**src/rtl/fifo_put_arbiter.sv**
```systemverilog
// Shares one FIFO write port among NUM_REQ producers. Arbitration is round-robin
// with packet lock; grant/put/data are combinational so a beat lands in the FIFO the same cycle.
module fifo_put_arbiter #(
    parameter int WIDTH   = 32,
    parameter int NUM_REQ = 4
) (
    input  logic                     clk,
    input  logic                     rst,
    input  logic [NUM_REQ-1:0]       req,
    input  logic [NUM_REQ-1:0]       req_last,
    input  logic [NUM_REQ*WIDTH-1:0] req_data,
    output logic [NUM_REQ-1:0]       grant,
    input  logic                     fifo_full,
    output logic                     fifo_put,
    output logic [WIDTH-1:0]         fifo_put_data,
    output logic                     busy,
    output logic [15:0]              drop_cnt
);
    // state | meaning
    // IDLE  | no packet open; winner is first requester scanning from ptr
    // LOCK  | owner holds the port until it transfers a beat with last=1

    localparam int IDX_W = (NUM_REQ > 1) ? $clog2(NUM_REQ) : 1;
    localparam int SUM_W = IDX_W + 1;

    typedef enum logic {IDLE = 1'b0, LOCK = 1'b1} state_t;

    state_t             state, state_nxt;
    logic [IDX_W-1:0]   ptr, ptr_nxt;
    logic [IDX_W-1:0]   owner, owner_nxt;
    logic [IDX_W-1:0]   rr_winner, winner, winner_inc;
    logic [SUM_W-1:0]   cand;
    logic               accept, beat_last;
    logic [WIDTH-1:0]   data_arr [NUM_REQ];

    for (genvar g = 0; g < NUM_REQ; g++) begin : g_data
        assign data_arr[g] = req_data[g*WIDTH +: WIDTH];
    end

    // Scan from the far end back toward ptr so the nearest requester wins last.
    always_comb begin
        rr_winner = ptr;
        cand      = '0;
        for (int k = NUM_REQ - 1; k >= 0; k--) begin
            cand = {1'b0, ptr} + SUM_W'(k);
            if (cand >= SUM_W'(NUM_REQ)) begin
                cand = cand - SUM_W'(NUM_REQ);
            end
            if (req[cand[IDX_W-1:0]]) begin
                rr_winner = cand[IDX_W-1:0];
            end
        end
    end

    assign winner     = (state == LOCK) ? owner : rr_winner;
    assign winner_inc = (winner == IDX_W'(NUM_REQ - 1)) ? '0 : winner + 1'b1;
    assign accept     = req[winner] & ~fifo_full;
    assign beat_last  = req_last[winner];

    always_ff @(posedge clk or posedge rst) begin
        if (rst) begin
            state <= IDLE;
            ptr   <= '0;
            owner <= '0;
        end else begin
            state <= state_nxt;
            ptr   <= ptr_nxt;
            owner <= owner_nxt;
        end
    end

    always_comb begin
        state_nxt = state;
        ptr_nxt   = ptr;
        owner_nxt = owner;
        if (accept) begin
            case (state)
                IDLE: begin
                    if (beat_last) begin
                        ptr_nxt = winner_inc;
                    end else begin
                        state_nxt = LOCK;
                        owner_nxt = winner;
                    end
                end
                LOCK: begin
                    if (beat_last) begin
                        state_nxt = IDLE;
                        ptr_nxt   = winner_inc;
                    end
                end
                default: state_nxt = IDLE;
            endcase
        end
    end

    // Outputs are forced low while rst is held, independent of the inputs.
    always_comb begin
        grant         = '0;
        fifo_put      = 1'b0;
        fifo_put_data = '0;
        busy          = 1'b0;
        if (!rst) begin
            fifo_put      = accept;
            grant         = accept ? (NUM_REQ'(1) << winner) : '0;
            fifo_put_data = data_arr[winner];
            busy          = (state == LOCK);
        end
    end

    always_ff @(posedge clk or posedge rst) begin
        if (rst) begin
            drop_cnt <= '0;
        end else if ((|req) && fifo_full && (drop_cnt != 16'hFFFF)) begin
            drop_cnt <= drop_cnt + 16'd1;
        end
    end

endmodule

```
**config.mk**
```make
export PLATFORM = sky130hd
export DESIGN_NAME = fifo_put_arbiter
export DESIGN_NICKNAME = d
export VERILOG_FILES = /design/src/rtl/fifo_put_arbiter.sv
export SDC_FILE = /design/constraint.sdc
export NUM_CORES = 1
export LEC_CHECK = 0
export BUFFER_PORTS_ARGS = -buffer_cell sky130_fd_sc_hd__clkbuf_2
export CAP_MARGIN = 10
export CELL_PAD_IN_SITES_DETAIL_PLACEMENT = 1
export CELL_PAD_IN_SITES_GLOBAL_PLACEMENT = 2
export CORE_ASPECT_RATIO = 1.5
export CORE_MARGIN = 2
export CORE_UTILIZATION = 19
export CTS_CLUSTER_DIAMETER = 80
export CTS_CLUSTER_SIZE = 14
export DETAILED_ROUTE_END_ITERATION = 10
export MAX_ROUTING_LAYER = met4
export PLACE_DENSITY_LB_ADDON = 0.1
export SYNTH_ARGS = -nofsm -noshare
export SYNTH_HDL_FRONTEND = slang
export SYNTH_SLANG_ARGS = --single-unit
```
**constraint.sdc**
```tcl
create_clock -name clk -period 2.9 [get_ports clk]
set_input_delay 0.29 -clock clk [delete_from_list [all_inputs] [get_ports clk]]
set_output_delay 0.29 -clock clk [all_outputs]
set_load 0.01 [all_outputs]
```
==> impl_metrics.json <==
{
  "cts_setup_buffers": 0,
  "core_um2": 11900,
  "cts_buffers": 3,
  "maxCapViolCount": 0,
  "cts.clk_slew.worst_paths_ns": 0.06,
  "synthTopCellsByArea": "dfrtp_1 23%, a211oi_1 21%, mux2i_1 15%, and2_1 9.0%, xnor2_1 4.2%",
  "die_w_um": 93.6,
  "ctsLongestPathBuffers": 2,
  "ys_ff_latch": 21,
  "grt_pass1_vias": 2861,
  "synthTopCellsByCount": "65 x a211oi_1, 34 x mux2i_1, 33 x and2_1, 21 x dfrtp_1, 16 x clkbuf_1",
  "cpPeakStageDelay_ns": 0.41,
  "clkLatencyLatePin_ns": 0.26,
  "grt_max_degree": 71,
  "fillers": 1489,
  "cts_root_buf": "clkbuf_16",
  "fmax_mhz": 362,
  "syn_area_per_cell_um2": 8.37,
  "crit_fanout": 67,
  "wl_mm": 10.3,
  "first_iter_violations": 67,
  "htreeDepth": 1,
  "crit_type": "reg -> out",
  "p_leak_nw": 1.85,
  "yosysSeqAreaShare_pct": 23.0,
  "relSlewSlack_pct": 59.1,
  "layout.cells.non_filler": 604,
  "ioPinCount": 193,
  "switching_share_pct": 48.6,
  "synth_edf_count": 0,
  "die_height_um": 138,
  "netlist_instances": 273,
  "critical_path_required_ns": 2.61,
  "path_cells": "nand2b_1 -> a21oi_1 -> o41ai_4 -> inv_2 -> buf_12 -> mux2i_1 -> a211oi_1 -> clkbuf_2",
  "crit_path_end_kind": "output port",
  "cts.sinks": 21,
  "holdWs_ns": 0.371,
  "drive_above_1_share_pct": 47.0,
  "fin_area_um2": 3520,
  "yosysMostFrequentCell": "a211oi_1",
  "synth_ff_type": "dfrtp_1",
  "tightest_slew_ns": 0.605,
  "synth.net_count": 415,
  "row_count": 49,
  "gp_routability_congestion": 0.784,
  "period_needed_ns": 2.77,
  "syn_to_final_growth_pct": 53.9,
  "hp-class": "in -> async",
  "ys_async_sr_fraction_pct": 100,
  "cts_resized": 0,
  "finalSetupViolations": 0,
  "skew_ns": 0.00328,
  "synth_top_area_cell": "dfrtp_1",
  "hpwlAfterDp_mm": 8.22,
  "portBuffers": 192,
  "postCtsHoldBufs": 0,
  "synth_top_cell_area_share_pct": 23.0,
  "grt_pass1_wl_mm": 15.5,
  "grt_usage_pct": 15.4,
  "critical-path-top-delay-family": "compound AO/OA/AOI/OAI gates",
  "fp.dieArea_um2": 12900,
  "cp_slowest_cell": "dfrtp_1",
  "total_power_w": 0.00293,
  "path_buf_inv": 3,
  "via_per_inst": 4.69,
  "arrival_ns": 2.48,
  "hold_violations": 0,
  "dp_cells": 600,
  "diodes": 0,
  "synthDistinctLibCells": 35,
  "cts_tree": "yes",
  "dr.pass1.iters": 4,
  "vias": 2834,
  "finalNetCount": 594,
  "outcome": "finished clean",
  "seqPwrFrac_pct": 16.2,
  "synth_area_um2": 2290,
  "start_util_pct": 19.2,
  "p_comb_share_pct": 73.6,
  "rsz0062_at_grt": "false",
  "power.internal_w": 0.00150,
  "fin_setup_tns_ns": 0,
  "ant_nets": 0,
  "pwr-share-clk_pct": 10.2,
  "power_density_nw_per_um2": 831,
  "placedInstanceArea_um2": 3420,
  "vdd_drop_max_mv": 0.615,
  "overflow": 0,
  "drcViolationCount": 0,
  "yosysWarnings": 0,
  "power_switching_w": 0.00142,
  "antenna_found_initial": 0,
  "period_share_pct": 95.4,
  "maxSlewViolCount": 0,
  "crit_path_start_kind": "flop",
  "wire_per_inst_um": 17.0
}
==> cells in the final DEF, fill, tap and decap left out, drive strengths merged <==
cell type  instances
nor2               8
nor3               5
a221oi             1
nand3             10
buf                6
nand2b             5
xor2               3
and3               4
mux2               6
o311ai             1
xnor2             11
and2              33
nand4              2
o41ai              2
nand2             11
ha                 3
nand3b             1
o211a              1
a21boi             1
dfrtp             21
a21oi              5
a22oi              1
mux2i             34
inv               11
a211o              1
nor4               1
o31a               1
a211oi            65
nor2b              1
clkinv             1
clkbuf           195
==> worst reg2reg max path: cells and delay by family, from the launching register on <==
kind                   cells  cell delay (ns)
AOI/OAI and AO/OA          4             0.80
buffers and inverters      2             0.44
DFF                        1             0.41
muxes                      1             0.34
and+or+nand+nor            2             0.40
==> metal layers <==
layer  vias to the layer above  wire length (um)  GRT usage (%)
li1                       1368                 -              -
met1                      1331              3950           16.6
met2                       121              5230           27.9
met3                        14               876           3.43
met4                         0               227           4.58
met5                         -                 0              -
==> sequential cells by signal, summed over array words and instances, names as in the netlist <==
signal,flops
drop_cnt,16
state,1
ptr,2
owner,2
==> power by group through the flow <==
stage | Sequential [W] | Combinational [W] | Clock (W)
floorplan | 0.000459 | 0.00147 | 0
global placement | 0.000477 | 0.00218 | 0
detailed placement | 0.000477 | 0.00220 | 0
CTS | 0.000473 | 0.00221 | 0.000307
global route | 0.000488 | 0.00239 | 0.000314
finish | 0.000472 | 0.00215 | 0.000299
==> logic make-up (layout without fill, tap and decap cells) <==
| family | after synthesis | after routing | share of synthesized area [%] |
|---|---|---|---|
| AND/OR/NAND/NOR | 81 | 81 | 19.7 |
| buffers and inverters | 35 | 213 | 6.13 |
| XOR/XNOR | 14 | 14 | 5.36 |
| AO/OA/AOI/OAI | 79 | 79 | 26.4 |
| multiplexers | 40 | 40 | 17.8 |
| adder cells (fa/ha/maj) | 3 | 3 | 1.64 |
| flip-flops | 21 | 21 | 23.0 |
==> stage by stage <==
stage	setup slack, ns	util, %
2_1_floorplan	0.632	-
3_3_place_gp	0.349	28.8
5_1_grt	0.00336	29.6
6_report	0.134	29.6
3_5_place_dp	0.268	28.8
4_1_cts	0.0220	29.4
==> final cells by class <==
cell class                 instances  area (um^2)  area share [%]
multi-input combinational        217         1650            46.8
timing repair buffer             198         1030            29.4
sequential                        21          526            14.9
tap                              153          191            5.44
clock buffer                       3         75.1            2.13
inverter                          11         41.3            1.17
clock inverter                     1         5.00           0.142
==> final timing paths <==
check | endpoint | start | slack, ns | cells after the start
worst max-delay path | fifo_put_data[0] | ptr[0]$_DFFE_PP0P_ | 0.13 | 8
worst min-delay path | ptr[1]$_DFFE_PP0P_ | rst | 0.37 | 3
worst max register to register | ptr[0]$_DFFE_PP0P_ | ptr[0]$_DFFE_PP0P_ | 0.39 | 9
worst min register to register | owner[1]$_DFFE_PP0P_ | owner[1]$_DFFE_PP0P_ | 0.49 | 1
max in group asynchronous | drop_cnt[8]$_DFFE_PP0P_ | rst | 2.29 | 3
min in group clk | state$_DFFE_PP0N_ | fifo_full | 0.46 | 3
Note: power is estimated with default switching activity, not from simulation.
